[src/rtl/contador_pkg.sv]
// Shared types and default sizing for the cascaded mod-N digit counter.
package contador_pkg;

  localparam int unsigned DIGIT_W     = 4;
  localparam int unsigned DIGITOS_DEF = 4;
  localparam int unsigned MODULO_DEF  = 10;

  typedef logic [DIGIT_W-1:0] digit_t;

endpackage

[src/rtl/digito_modn.sv]
// One modulo-N digit cell: load, step up/down with wrap, registered wrap pulse.
import contador_pkg::*;

module digito_modn #(
  parameter int unsigned MODULO = MODULO_DEF
) (
  input  logic   clk,
  input  logic   reset,
  input  logic   step,
  input  logic   up_down,
  input  logic   load,
  input  digit_t load_digit,
  output digit_t digit,
  output logic   wrap,
  output logic   at_max_c,
  output logic   at_zero_c
);

  localparam int unsigned CMP_W = DIGIT_W + 1;
  localparam digit_t      MAX_D = DIGIT_W'(MODULO - 1);

  assign at_max_c  = (digit == MAX_D);
  assign at_zero_c = (digit == '0);

  // Out-of-range load nibbles collapse to zero so the digit never leaves 0..MODULO-1
  always_ff @(posedge clk) begin
    if (reset) begin
      digit <= '0;
      wrap  <= 1'b0;
    end else if (load) begin
      digit <= (CMP_W'(load_digit) >= CMP_W'(MODULO)) ? '0 : load_digit;
      wrap  <= 1'b0;
    end else if (step) begin
      if (up_down) begin
        digit <= at_max_c ? '0 : digit + DIGIT_W'(1);
        wrap  <= at_max_c;
      end else begin
        digit <= at_zero_c ? MAX_D : digit - DIGIT_W'(1);
        wrap  <= at_zero_c;
      end
    end else begin
      wrap <= 1'b0;
    end
  end

endmodule

[src/rtl/contador_cascata_n.sv]
// Cascaded DIGITOS-digit modulo-MODULO up/down counter with per-digit and global wrap pulses.
import contador_pkg::*;

module contador_cascata_n #(
  parameter int unsigned DIGITOS = DIGITOS_DEF,
  parameter int unsigned MODULO  = MODULO_DEF
) (
  input  logic                       clk,
  input  logic                       reset,
  input  logic                       enable,
  input  logic                       up_down,
  input  logic                       load,
  input  logic [DIGIT_W*DIGITOS-1:0] load_value,
  output logic [DIGIT_W*DIGITOS-1:0] valor,
  output logic [DIGITOS-1:0]         carry_digito,
  output logic                       carry
);

  logic [DIGITOS:0]   step_chain;
  logic [DIGITOS-1:0] at_max;
  logic [DIGITOS-1:0] at_zero;

  assign step_chain[0] = enable;

  // Digit i steps only when every lower digit is at its wrap point in the current direction
  for (genvar i = 0; i < DIGITOS; i++) begin : g_dig
    digit_t d;

    digito_modn #(.MODULO(MODULO)) u_dig (
      .clk        (clk),
      .reset      (reset),
      .step       (step_chain[i]),
      .up_down    (up_down),
      .load       (load),
      .load_digit (load_value[DIGIT_W*i +: DIGIT_W]),
      .digit      (d),
      .wrap       (carry_digito[i]),
      .at_max_c   (at_max[i]),
      .at_zero_c  (at_zero[i])
    );

    assign valor[DIGIT_W*i +: DIGIT_W] = d;
    assign step_chain[i+1] = step_chain[i] & (up_down ? at_max[i] : at_zero[i]);
  end

  // Whole-counter wrap: the step ripples out past the top digit
  always_ff @(posedge clk) begin
    if (reset || load) begin
      carry <= 1'b0;
    end else begin
      carry <= step_chain[DIGITOS];
    end
  end

endmodule

[config.mk]
export PLATFORM = sky130hd
export DESIGN_NAME = contador_cascata_n
export DESIGN_NICKNAME = d
export VERILOG_FILES = /design/src/rtl/contador_pkg.sv /design/src/rtl/digito_modn.sv /design/src/rtl/contador_cascata_n.sv
export SDC_FILE = /design/constraint.sdc
export NUM_CORES = 1
export LEC_CHECK = 0
export BUFFER_PORTS_ARGS = -buffer_cell sky130_fd_sc_hd__buf_2
export CORE_MARGIN = 2
export CORE_UTILIZATION = 55
export CTS_BUF_LIST = sky130_fd_sc_hd__clkbuf_16
export DETAILED_ROUTE_END_ITERATION = 7
export HOLD_SLACK_MARGIN = 0.03
export MAX_ROUTING_LAYER = met4
export PLACE_DENSITY = 0.92
export SLEW_MARGIN = 0
export SYNTH_ARGS = -nofsm -noshare
export SYNTH_HDL_FRONTEND = slang
export SYNTH_SLANG_ARGS = --single-unit
[constraint.sdc]
create_clock -name clk -period 5 [get_ports clk]
set_clock_uncertainty 0.15 [all_clocks]
set_input_delay 0.25 -clock clk [delete_from_list [all_inputs] [get_ports clk]]
set_output_delay 0.25 -clock clk [all_outputs]
set_load 0.01 [all_outputs]
# [Word-level counts from Yosys, hierarchy flattened]
# Index checks and enable logic that the tools add are counted.
[word_totals] reg_bits=21 latchBits=0 ramBits=0 mem_bits_ro=0 in_bits=21 output_inout_bits=21 mem_count=0
[op_classes] add_sub_neg=8 multipliers=0 div=0 magnitude_cmp=4 n_eq_ne=4 shift=0 muxes=28 bitwise=8 n_reduce_logical=13
[ops] operator="2-to-1 mux 4 bit" n=24
[ops] operator="adder 4 x 1 -> 4 bit, second input constant" n=4
[ops] operator="== test 4 bit, second input constant" n=4
[ops] operator="greater-or-equal comparator 4 bit, second input constant" n=4
[ops] operator="zero test 4 bit" n=4
[ops] operator="subtractor 4 x 1 -> 4 bit, second input constant" n=4
[ops] operator="OR reduction 3 bit" n=4
[ops] operator="nonzero test 2 bit" n=4
[ops] operator="bitwise AND 1 bit" n=4
[ops] operator="2-to-1 mux 1 bit" n=4
[ops] operator="NOT 1 bit" n=4
[ops] operator="logical OR 1 bit" n=1

# [Depth between registers and ports, before layout]
# Gate-level depths: netlist of run 1.
[logic_depth] word_depth=7 mapped_depth=7 ltp_nobuf=5

# [By module]
# A second synthesis of run 1 with hierarchy kept.
[hier_totals] cells_unflattened=244 hier_area_um2=1841.8
[modules_own_cells] mod="digito_modn" instances=4 cells_each=58 area_per_inst_um2=434.2 seq_area_each_um2=100.1
[modules_own_cells] mod="contador_cascata_n" instances=1 cells_each=12 area_per_inst_um2=105.1 seq_area_each_um2=20.0

# [Worst setup path after synthesis of run 1]
# OpenSTA, ideal clock, no wires.
[synth_timing] kind="register -> register" start="register g_dig[0].u_dig.digit[2]" end="register g_dig[2].u_dig.digit[1]" arrival_time_ns=1.675 required_time_ns=4.759 setup_slack_ns=3.084 path_stages_with_launch=7 n_path_buf=1 period_less_slack_ns=1.916 path_cell_list="dfxtp_1 > clkbuf_2 > nor3b_4 > o21a_4 > nand2b_4 > or4_1 > a311oi_1"
[synth_between] elab_chain_cells=5
[synth_lines] element="from (decl)" line_no="digito_modn.sv:13" source="output digit_t digit,"
[synth_lines] element="from (signal assigned)" line_no="digito_modn.sv:31" source="digit <= (CMP_W'(load_digit) >= CMP_W'(MODULO)) ? '0 : load_digit;"
[synth_lines] element="from (signal assigned)" line_no="digito_modn.sv:35" source="digit <= at_max_c ? '0 : digit + DIGIT_W'(1);"
[synth_lines] element="from (signal assigned)" line_no="digito_modn.sv:38" source="digit <= at_zero_c ? MAX_D : digit - DIGIT_W'(1);"
[synth_lines] element="== test 4 bit / zero test 4 bit (equally long branches)" line_no="digito_modn.sv:22, digito_modn.sv:23"
[synth_lines] element="2-to-1 mux 1 bit (*)" line_no="contador_cascata_n.sv:43" source="assign step_chain[i+1] = step_chain[i] & (up_down ? at_max[i] : at_zero[i]);"
[synth_lines] element="bitwise AND 1 bit (*) (2 in series)" line_no="contador_cascata_n.sv:43"
[synth_lines] element="nonzero test 2 bit (no source line) (*)"
[synth_lines] element="to (signal assigned)" line_no="digito_modn.sv:31"
[synth_lines] element="to (signal assigned)" line_no="digito_modn.sv:35"
[synth_lines] element="to (signal assigned)" line_no="digito_modn.sv:38"
[synth_lines] element="to (decl)" line_no="digito_modn.sv:13"
# Mark *: on every way between the ends. The rest lies on a longest branch, timed or not.
# A chain may end at the register's enable or synchronous reset.

# [Worst setup path in the final report of run 1]
[layout_timing] start="register g_dig[0].u_dig.digit[0]" end="register g_dig[2].u_dig.digit[1]"
# The elaborated chain is that of the path after synthesis.

==> impl_metrics.py, run 1 <==
metrics = {
    "route": {
        "num_vias": 1675,
        "firstDrtPassIters": 5,
        "antenna_violating_nets_post_route": 0,
        "drt-wirelength-per-cell_um": 14.4,
        "post-route-drc-count": 0,
        "route.detailed.vias_per_inst": 6.27,
        "total_wirelength_of_the_detailed_routed_design_um": 3840,
        "number_of_drc_violations_after_detailed_routing_iteration_0": 66,
    },
    "critical_path": {
        "worstPathRequired_ns": 5.01,
        "r2r_setup_slack_ns": 2.81,
        "worst-r2r-cell-count": 5,
        "critical_path_class": "reg -> reg",
        "critical_path.reg2reg.endpoint": "g_dig[2].u_dig.digit[1]",
        "cp_data_arrival_time_ns": 2.19,
        "cell_class_contributing_the_biggest_share_of_worst_path_delay": "simple AND/OR/NAND/NOR gates",
        "start_kind": "flip-flop",
        "critical_path.endpoint_type": "flip-flop",
        "cp_num_buf_inv": 0,
        "slowest_stage_cell_cp": "sky130_fd_sc_hd__dfxtp_1",
        "crit_chain": "and3_1 > o21a_4 > nand2b_4 > or4_1 > a311oi_1",
        "worst_path_max_fanout": 13,
        "worstReg2RegStart": "g_dig[0].u_dig.digit[0]",
        "crit_path_max_incr_delay_ns": 0.60,
    },
    "global_route": {
        "maximum_number_of_pins_on_one_net_before_global_route_repair": 33,
        "grt_antenna_before_repair": 0,
        "grt_pass1_wl_um": 6180,
        "groute.usage.overall_pct": 22.9,
        "grt_pass1_vias": 1443,
        "overflow": 0,
    },
    "cts": {
        "worst_skew_pair.late_latency_ns": 0.25,
        "ctsResizeCount": 0,
        "clock_sink_total": 21,
        "clk_path_buf_depth": 2,
        "postCtsHoldBufs": 0,
        "clk_pin_slew_worst_paths_ns": 0.06,
        "cts_max_level": 1,
        "tritoncts": "done",
        "post-cts-setup-buffer-count": 0,
        "clock_tree.root_cell": "sky130_fd_sc_hd__clkbuf_16",
        "numCtsBuffers": 3,
    },
    "timing": {
        "worst_pin_slew_ns": 0.532,
        "fmax_achieved_mhz": 457,
        "post-route-min-period_ns": 2.19,
        "grt_setup_unrepaired": "no",
        "timing.final.max_slew_violations": 0,
        "timing.final.ws_setup_ns": 2.81,
        "max-slew-margin-rel_pct": 64.3,
        "finalHoldViolations": 0,
        "timing.setup.tns_ns": 0,
        "finalCritPeriodShare_pct": 43.7,
        "worst_hold_slack_ns": 0.0736,
        "setup_viol": 0,
    },
    "pwr": {
        "internal-power_uw": 324,
        "share_seq_of_total_power_pct": 42.8,
        "power.leakage_uw": 0.000720,
        "share_clk_of_total_power_pct": 36.6,
        "part_of_the_total_power_dissipated_in_combinational_logic_pct": 20.6,
        "p_switching_uw": 132,
        "max-vdd-ir-drop_v": 0.000121,
        "power_per_cell_area_nw_per_um2": 254,
        "power.switching_fraction_pct": 29.0,
    },
    "floorplanning": {
        "floorplan.die.height_um": 59.0,
        "overall_die_area_um2": 3480,
        "boundaryPins": 42,
        "core_area_um2": 2810,
        "floorplan.initialDensity_pct": 59.3,
        "floorplan.rows": 19,
        "floorplan.die.width_um": 59.0,
    },
    "final_layout": {
        "num-nets-final": 258,
        "layout.cell_area.non_filler_um2": 1800,
        "syn_to_final_growth_pct": 7.89,
        "final_layout_size_suffix_gt1_share_pct": 22.9,
        "final_common_cell": "sky130_fd_sc_hd__buf_2",
        "insertedDiodeCount": 0,
        "n_fill_cell": 259,
        "final_cell_mix": "sky130_fd_sc_hd__buf_2 (41), sky130_fd_sc_hd__dfxtp_1 (21), sky130_fd_sc_hd__o21ai_0 (19)",
    },
    "yosys": {
        "post-synth-top-area-cell": "sky130_fd_sc_hd__dfxtp_1",
        "async_flop_share_pct": 0,
        "count_of_cell_types_in_the_netlist": 52,
        "syn-cell-area_um2": 1660,
        "synth_top_area_share_pct": 25.3,
        "postSynthCellCount": 217,
        "syn-num-nets": 238,
        "synth.yosys.warnings": 0,
        "top_flip_flop_cell_by_instance_count_after_synthesis": "sky130_fd_sc_hd__dfxtp_1",
        "synth.area.top_cells": "sky130_fd_sc_hd__dfxtp_1 (25%), sky130_fd_sc_hd__o21ai_0 (5.7%), sky130_fd_sc_hd__a21oi_1 (5.1%), sky130_fd_sc_hd__nor2_1 (3.8%), sky130_fd_sc_hd__buf_6 (3.4%)",
        "synth.yosys.seq_area_share_pct": 25.3,
        "synth_edf_count": 0,
        "synth_area_per_cell_um2": 7.67,
        "postSynthRegisterBits": 21,
    },
    "placed_design": {
        "routabilityCongestion": 0.863,
        "buffer_ports.inserted": 41,
        "post-dp-hpwl_um": 2630,
        "detailedPlace.worstSlack_ns": 2.78,
        "dpl-instance-area_um2": 1720,
    },
    "run_status": {
        "status": "completed",
    },
    "min_path": {
        "hp-start": "load_value[14]",
        "min_delay_path_depth": 3,
        "hold_path_end": "g_dig[3].u_dig.digit[2]",
        "worst_min_delay_path_category": "in -> reg",
    },
    "job": {
        "drv.max_cap_violation_count": 0,
    },
}
cells by family after synthesis:
logic type | after synthesis | share of synthesized area (%)
buffers and inverters | 33 | 13.1
XOR/XNOR | 8 | 4.21
AO/OA/AOI/OAI | 68 | 26.0
AND/OR/NAND/NOR | 80 | 27.1
multiplexers | 7 | 4.36
flip-flops | 21 | 25.3
state kept, by name, summed over array words and instances (netlist names):
register	count
g_dig.u_dig.digit	16
g_dig.u_dig.wrap	4
carry	1
power groups by stage:
stage	Combinational, uW	Sequential [uW]	Clock [uW]
floorplan	81.8	189	0
global placement	90.3	198	0
detailed placement	92.0	198	0
CTS	93.4	195	168
global route	105	197	173
finish	94.1	195	167
layout make-up:
cell class / count / area, um2 / share of cell area (%)
clock buffers: 3 / 75.1 / 4.18
clock inverters: 1 / 3.75 / 0.209
inverters: 7 / 26.3 / 1.46
multi-input cells: 163 / 1030 / 57.1
flip-flops and latches: 21 / 420 / 23.4
well taps: 31 / 38.8 / 2.16
repair buffers: 41 / 205 / 11.4
layer usage:
metal  vias to the layer above  global-route usage, %  routed length [um]
met4                         0                   7.47                  63
met3                         9                   3.28                 273
met5                         -                      -                   0
met1                       766                   31.2                1750
met2                        71                   34.9                1760
li1                        829                      -                   -
metrics by stage:
stage,total power [uW],std cells,utilization (%)
final,456,267,64.0
after global placement,288,263,61.2
after global routing,476,267,64.0
after detailed placement,290,263,61.2
after floorplan,270,217,-
after CTS,456,267,64.0
worst min-delay path, cell delays in order:
cell and delay (ns):
sky130_fd_sc_hd__buf_2 0.09, sky130_fd_sc_hd__nand2_1 0.04, sky130_fd_sc_hd__o21ai_0 0.05
worst max path at each step:
stage / startpoint / to / cells past startpoint
after floorplan: g_dig[0].u_dig.digit[2] / g_dig[2].u_dig.digit[1] / 6
after global placement: up_down / g_dig[2].u_dig.digit[1] / 6
after detailed placement: up_down / g_dig[2].u_dig.digit[1] / 6
after CTS: g_dig[0].u_dig.digit[0] / g_dig[2].u_dig.digit[1] / 5
after global routing: g_dig[0].u_dig.digit[0] / g_dig[2].u_dig.digit[1] / 5
final: g_dig[0].u_dig.digit[0] / g_dig[2].u_dig.digit[1] / 5
cell usage after synthesis (3+ instances only):
library cell,n
sky130_fd_sc_hd__and3_1,7
sky130_fd_sc_hd__nor4_1,3
sky130_fd_sc_hd__mux2i_1,5
sky130_fd_sc_hd__o21ai_0,19
sky130_fd_sc_hd__a211oi_1,3
sky130_fd_sc_hd__nand3_1,9
sky130_fd_sc_hd__a21oi_1,17
sky130_fd_sc_hd__buf_6,5
sky130_fd_sc_hd__buf_4,5
sky130_fd_sc_hd__nand2b_1,3
sky130_fd_sc_hd__nand2_1,11
sky130_fd_sc_hd__dfxtp_1,21
sky130_fd_sc_hd__clkbuf_1,11
sky130_fd_sc_hd__nor4b_1,4
sky130_fd_sc_hd__xor2_1,3
sky130_fd_sc_hd__inv_1,7
sky130_fd_sc_hd__nor2_1,17
sky130_fd_sc_hd__or3_1,4
sky130_fd_sc_hd__xnor2_1,5
sky130_fd_sc_hd__a31oi_1,7
sky130_fd_sc_hd__o22ai_1,4
sky130_fd_sc_hd__nor3_1,9
Power figures use the tool's default switching activity.
==> run 2: changes to the inputs <==
--- a/config.mk
+++ b/config.mk
@@ -7,12 +7,12 @@
 export LEC_CHECK = 0
 export BUFFER_PORTS_ARGS = -buffer_cell sky130_fd_sc_hd__buf_2
 export CORE_MARGIN = 2
-export CORE_UTILIZATION = 55
+export CORE_UTILIZATION = 53
 export CTS_BUF_LIST = sky130_fd_sc_hd__clkbuf_16
 export DETAILED_ROUTE_END_ITERATION = 7
 export HOLD_SLACK_MARGIN = 0.03
 export MAX_ROUTING_LAYER = met4
-export PLACE_DENSITY = 0.92
+export PLACE_DENSITY = 0.9
 export SLEW_MARGIN = 0
 export SYNTH_ARGS = -nofsm -noshare
 export SYNTH_HDL_FRONTEND = slang
==> constraint.sdc (replaced) <==
create_clock -name clk -period 2.09 [get_ports clk]
set_clock_uncertainty 0.15 [all_clocks]
set_input_delay 0.1045 -clock clk [delete_from_list [all_inputs] [get_ports clk]]
set_output_delay 0.1045 -clock clk [all_outputs]
set_load 0.01 [all_outputs]
==> run 2 against run 1 <==
Effect of this change:
- worst hold slack lost 0.034 ns
- global-route usage grew 4.2 points
- critical path depth is the same
- die area grew 3.5%
==> impl_metrics.py, run 2 (synthesized netlist as in run 1, its figures left out) <==
metrics = {
    "run_status": {
        "status": "completed",
    },
    "min_path": {
        "worst_min_delay_path_category": "in -> reg",
        "hp-start": "load_value[2]",
    },
    "final_layout": {
        "num-nets-final": 276,
        "n_fill_cell": 275,
        "final_common_cell": "sky130_fd_sc_hd__buf_2",
        "reg_top3": "g_dig.u_dig.digit (16), g_dig.u_dig.wrap (4), carry (1)",
        "syn_to_final_growth_pct": 18.6,
        "final_layout_size_suffix_gt1_share_pct": 26.0,
        "regMostFlops": "g_dig.u_dig.digit",
        "finalNonFillerCells": 298,
        "final_cell_mix": "sky130_fd_sc_hd__buf_2 (41), sky130_fd_sc_hd__dfxtp_1 (20), sky130_fd_sc_hd__o21ai_0 (19)",
        "number_of_flip_flops_under_the_largest_register_name": 16,
        "insertedDiodeCount": 0,
        "layout.cell_area.non_filler_um2": 1970,
    },
    "route": {
        "total_wirelength_of_the_detailed_routed_design_um": 4310,
        "drt-wirelength-per-cell_um": 14.5,
        "post-route-drc-count": 0,
        "number_of_drc_violations_after_detailed_routing_iteration_0": 64,
        "route.detailed.vias_per_inst": 5.84,
        "firstDrtPassIters": 4,
        "num_vias": 1739,
        "antenna_violating_nets_post_route": 0,
    },
    "placed_design": {
        "dpl-instance-area_um2": 1810,
        "post-place-cells": 286,
        "detailedPlace.worstSlack_ns": 0.151,
        "post-dp-hpwl_um": 2910,
        "buffer_ports.inserted": 41,
        "routabilityCongestion": 0.883,
    },
    "critical_path": {
        "cp_data_arrival_time_ns": 1.92,
        "cp_num_buf_inv": 0,
        "slowest_stage_cell_cp": "sky130_fd_sc_hd__dfxtp_1",
        "worstPathRequired_ns": 2.08,
        "worstReg2RegStart": "g_dig[2].u_dig.digit[0]",
        "critical_path.endpoint_type": "flip-flop",
        "worst_path_max_fanout": 11,
        "critical_path.startpoint": "g_dig[2].u_dig.digit[0]",
        "critical_path_class": "reg -> reg",
        "start_kind": "flip-flop",
        "crit_path_max_incr_delay_ns": 0.55,
        "critical_path.most_common_cell": "sky130_fd_sc_hd__o21ai_0",
        "cell_class_contributing_the_biggest_share_of_worst_path_delay": "simple AND/OR/NAND/NOR gates",
        "r2r_setup_slack_ns": 0.16,
        "crit_chain": "and3_1 > o21ai_0 > nor3_2 > mux2i_1 > o21ai_0",
    },
    "timing": {
        "max-slew-margin-rel_pct": 69.0,
        "finalCritPeriodShare_pct": 92.4,
        "post-route-min-period_ns": 1.93,
        "fmax_achieved_mhz": 518,
        "worst_hold_slack_ns": 0.0398,
        "setup_viol": 0,
        "worst_pin_slew_ns": 0.461,
        "timing.final.max_slew_violations": 0,
        "finalHoldViolations": 0,
        "timing.final.ws_setup_ns": 0.159,
    },
    "global_route": {
        "maximum_number_of_pins_on_one_net_before_global_route_repair": 21,
        "grt_antenna_before_repair": 0,
        "groute.usage.overall_pct": 27.1,
        "overflow": 0,
        "grt_pass1_vias": 1561,
        "grt_pass1_wl_um": 7240,
    },
    "pwr": {
        "max-vdd-ir-drop_v": 0.000572,
        "power.leakage_uw": 0.000801,
        "total_power_uw": 1140,
        "power_per_cell_area_nw_per_um2": 577,
    },
    "floorplanning": {
        "core_area_um2": 3030,
        "floorplan.rows": 20,
        "floorplan.initialDensity_pct": 55.0,
        "floorplan.die.width_um": 60.0,
        "boundaryPins": 42,
        "floorplan.die.height_um": 60.0,
        "overall_die_area_um2": 3600,
    },
    "cts": {
        "worst_skew_pair.late_latency_ns": 0.26,
        "clock_sink_total": 21,
        "clk_path_buf_depth": 2,
        "tritoncts": "done",
        "numCtsBuffers": 3,
        "cts_max_level": 1,
        "clk_pin_slew_worst_paths_ns": 0.06,
        "clock_tree.root_cell": "sky130_fd_sc_hd__clkbuf_16",
        "post-cts-setup-buffer-count": 0,
    },
    "job": {
        "drv.max_cap_violation_count": 0,
    },
}
==> run 2: cell count changes in the layout (fill, tap and decap cells not counted), sizes merged <==
| cell | previous run | this run |
|---|---|---|
| dlygate4sd3 | 0 | 8 |
| buf | 41 | 51 |
==> run 2: cell type report <==
class,count,area (um2),share of cell area [%]
Clock buffer,3,75.1,3.80
Multi-Input combinational cell,163,1030,52.3
Timing Repair Buffer,59,360,18.3
Tap cell,44,55.1,2.79
Sequential cell,21,422,21.4
Inverter,7,26.3,1.33
Clock inverter,1,3.75,0.190
==> run 2: metal layers <==
layer | routed length [um] | part of all wire, % | up-vias | GRT usage (%)
met5 | 0 | 0 | - | -
met4 | 92 | 2.1 | 0 | 8.57
met3 | 235 | 5.5 | 11 | 5.84
met2 | 2130 | 49 | 68 | 43.8
met1 | 1860 | 43 | 798 | 33.6
li1 | - | - | 862 | -
==> run 2: final timing paths <==
path / endpoint / cells after the start
max: g_dig[3].u_dig.digit[1] / 5
min: g_dig[0].u_dig.digit[3] / 3
min reg2reg: g_dig[0].u_dig.digit[2] / 2
max reg2reg: g_dig[3].u_dig.digit[1] / 5
==> run 2: report_power, final <==
part | total (uW) | switching [uW] | internal, uW
combinational | 271 | 145 | 126
sequential | 456 | 37.0 | 419
clock | 411 | 155 | 255
==> run 2: what timing repair did <==
| action | CTS | global route |
|---|---|---|
| endpoints found under the hold margin | 6 | 0 |
| resized for setup | 0 | 2 |
| hold buffers | 8 | 0 |
| setup endpoints to repair | 0 | 1 |
==> run 2: worst reg2reg max path, stage by stage (launching register included) <==
cell and delay [ns]:
sky130_fd_sc_hd__dfxtp_1 0.55, sky130_fd_sc_hd__and3_1 0.26, sky130_fd_sc_hd__o21ai_0 0.15, sky130_fd_sc_hd__nor3_2 0.35, sky130_fd_sc_hd__mux2i_1 0.26, sky130_fd_sc_hd__o21ai_0 0.09
==> run 2: per-stage QoR <==
step	setup TNS, ns	util [%]
2_1_floorplan	0	-
3_3_place_gp	0	59.7
3_5_place_dp	0	59.7
4_1_cts	0	65.0
5_1_grt	-0.0108	65.2
6_report	0	65.2
==> run 3: changes to the inputs <==
--- a/config.mk
+++ b/config.mk
@@ -6,7 +6,6 @@
 export NUM_CORES = 1
 export LEC_CHECK = 0
 export BUFFER_PORTS_ARGS = -buffer_cell sky130_fd_sc_hd__buf_2
-export CORE_MARGIN = 2
 export CORE_UTILIZATION = 53
 export CTS_BUF_LIST = sky130_fd_sc_hd__clkbuf_16
 export DETAILED_ROUTE_END_ITERATION = 7
==> run 3 against run 2 <==
Effect of this change:
- the run now ends with DRC left
- routed wire length shrank 2.8%
- worst hold slack got worse by 0.0013 ns
- largest power group unchanged
- maximum frequency grew 0.58%
- count of clock-buffer cells in the layout is the same
==> impl_metrics.py, run 3 (synthesized netlist as in run 1, its figures left out) <==
metrics = {
    "critical_path": {
        "cell_class_contributing_the_biggest_share_of_worst_path_delay": "simple AND/OR/NAND/NOR gates",
        "cp_data_arrival_time_ns": 1.93,
        "crit_path_max_incr_delay_ns": 0.47,
        "slowest_stage_cell_cp": "sky130_fd_sc_hd__or4_1",
        "worstPathRequired_ns": 2.10,
        "worst_path_max_fanout": 9,
        "critical_path.endpoint_type": "flip-flop",
        "cp_num_buf_inv": 0,
        "start_kind": "flip-flop",
        "critical_path_class": "reg -> reg",
        "crit_chain": "nor3b_4 > o21a_4 > nand2b_4 > or4_1 > a311oi_1",
    },
    "route": {
        "total_wirelength_of_the_detailed_routed_design_um": 4190,
        "num_vias": 1755,
        "drt-wirelength-per-cell_um": 14.9,
        "antenna_violating_nets_post_route": 0,
        "post-route-drc-count": 2,
        "number_of_drc_violations_after_detailed_routing_iteration_0": 105,
        "firstDrtPassIters": 6,
        "route.detailed.vias_per_inst": 6.25,
    },
    "timing": {
        "finalCritPeriodShare_pct": 91.9,
        "fmax_achieved_mhz": 521,
        "post-route-min-period_ns": 1.92,
        "finalHoldViolations": 0,
        "grt_setup_unrepaired": "no",
        "setup_viol": 0,
        "worst_pin_slew_ns": 0.446,
        "max-slew-margin-rel_pct": 70.0,
        "timing.setup.tns_ns": 0,
        "timing.final.max_slew_violations": 0,
        "timing.final.ws_setup_ns": 0.170,
    },
    "pwr": {
        "internal-power_uw": 798,
        "total_power_uw": 1130,
        "max-vdd-ir-drop_v": 0.000609,
        "power_per_cell_area_nw_per_um2": 589,
        "power.switching_fraction_pct": 29.3,
        "power.leakage_uw": 0.000787,
        "p_switching_uw": 331,
        "part_of_the_total_power_dissipated_in_combinational_logic_pct": 23.5,
        "share_seq_of_total_power_pct": 40.4,
        "share_clk_of_total_power_pct": 36.1,
    },
    "global_route": {
        "grt_antenna_before_repair": 0,
        "gr-usage-met1_pct": 36.4,
        "groute.usage.overall_pct": 28.0,
        "maximum_number_of_pins_on_one_net_before_global_route_repair": 21,
        "grt_pass1_wl_um": 7290,
        "met3_usage_pct": 5.13,
        "globalRoute.busiestLayer": "met2",
        "grt_use_met2_pct": 45.6,
        "grt_pass1_vias": 1595,
        "overflow": 0,
    },
    "final_layout": {
        "layout.cell_area.non_filler_um2": 1920,
        "reg_top3": "g_dig.u_dig.digit (16), g_dig.u_dig.wrap (4), carry (1)",
        "n_fill_cell": 251,
        "final_cell_mix": "sky130_fd_sc_hd__buf_2 (41), sky130_fd_sc_hd__dfxtp_1 (20), sky130_fd_sc_hd__o21ai_0 (19)",
        "number_of_flip_flops_under_the_largest_register_name": 16,
        "insertedDiodeCount": 0,
        "syn_to_final_growth_pct": 15.3,
        "num-nets-final": 272,
        "regMostFlops": "g_dig.u_dig.digit",
        "final_layout_size_suffix_gt1_share_pct": 26.8,
        "final_common_cell": "sky130_fd_sc_hd__buf_2",
    },
    "placed_design": {
        "dpl-instance-area_um2": 1790,
        "buffer_ports.inserted": 41,
        "post-dp-hpwl_um": 2930,
        "routabilityCongestion": 0.913,
        "detailedPlace.worstSlack_ns": 0.146,
    },
    "cts": {
        "numCtsBuffers": 3,
        "tritoncts": "done",
        "worst_skew_pair.late_latency_ns": 0.26,
        "clock_sink_total": 21,
        "clk_pin_slew_worst_paths_ns": 0.06,
        "post-cts-setup-buffer-count": 0,
        "cts_max_level": 1,
        "clk_path_buf_depth": 2,
        "clock_tree.root_cell": "sky130_fd_sc_hd__clkbuf_16",
    },
    "min_path": {
        "worst_min_delay_path_category": "in -> reg",
    },
    "floorplanning": {
        "core_area_um2": 2850,
        "floorplan.die.width_um": 58.0,
        "floorplan.rows": 19,
        "boundaryPins": 42,
        "floorplan.die.height_um": 58.0,
        "floorplan.initialDensity_pct": 58.3,
        "overall_die_area_um2": 3370,
    },
    "run_status": {
        "violations_in_the_final_reports": "DRC",
        "status": "complete, but fails checks",
    },
    "job": {
        "drv.max_cap_violation_count": 0,
    },
}
## run 3: cell types whose count changed in the layout (fill, tap and decap cells not counted), sizes merged
cell         delta
dlygate4sd3     -4
inv             -1
clkinv          +1
## run 3: per-stage QoR
step / std cells / util, % / hold slack (ns)
global placement: 273 / 62.8 / 0.194
detailed placement: 273 / 62.8 / 0.197
finish: 281 / 67.2 / 0.0385
global route: 281 / 67.2 / 0.0452
CTS: 281 / 67.0 / 0.0319
floorplan: 217 / - / 0.0631
## run 3: worst paths after layout
check                           from                      end  slack, ns  cells past startpoint
max          g_dig[0].u_dig.digit[1]  g_dig[2].u_dig.digit[1]       0.17                      5
min                   load_value[15]  g_dig[3].u_dig.digit[1]       0.04                      4
max reg2reg  g_dig[0].u_dig.digit[1]  g_dig[2].u_dig.digit[1]       0.17                      5
min reg2reg  g_dig[0].u_dig.digit[2]  g_dig[0].u_dig.digit[2]       0.48                      2
## run 3: final cells by class
type	instances	area (um2)	share of cell area, %
Clock buffer	3	75.1	3.91
Clock inverter	1	5.00	0.261
Inverter	7	26.3	1.37
Multi-Input combinational cell	163	1030	53.8
Sequential cell	21	422	22.0
Tap cell	31	38.8	2.02
Timing Repair Buffer	55	320	16.7
## run 3: worst reg2reg max path: stages (launching register included)
cell and delay [ns]:
sky130_fd_sc_hd__dfxtp_1 0.39, sky130_fd_sc_hd__nor3b_4 0.25, sky130_fd_sc_hd__o21a_4 0.19, sky130_fd_sc_hd__nand2b_4 0.08
sky130_fd_sc_hd__or4_1 0.47, sky130_fd_sc_hd__a311oi_1 0.29
## run 3: power groups by stage
stage	clock, uW	combinational (uW)	sequential [uW]
after global routing	431	295	460
after detailed placement	0	252	463
after CTS	408	261	455
after floorplan	0	196	451
final	407	265	456
after global placement	0	248	461
## run 3: per-layer routing
| metal | vias up | share of wire, % |
|---|---|---|
| met3 | 11 | 7.4 |
| met1 | 808 | 42 |
| li1 | 858 | - |
| met4 | 0 | 1.9 |
| met5 | - | 0 |
| met2 | 78 | 48 |
## run 3: repair_timing
item                       CTS  global route
hold endpoints to repair     3             0
hold buffers                 4             0
setup endpoints to repair    0             1
resized for setup            0             2
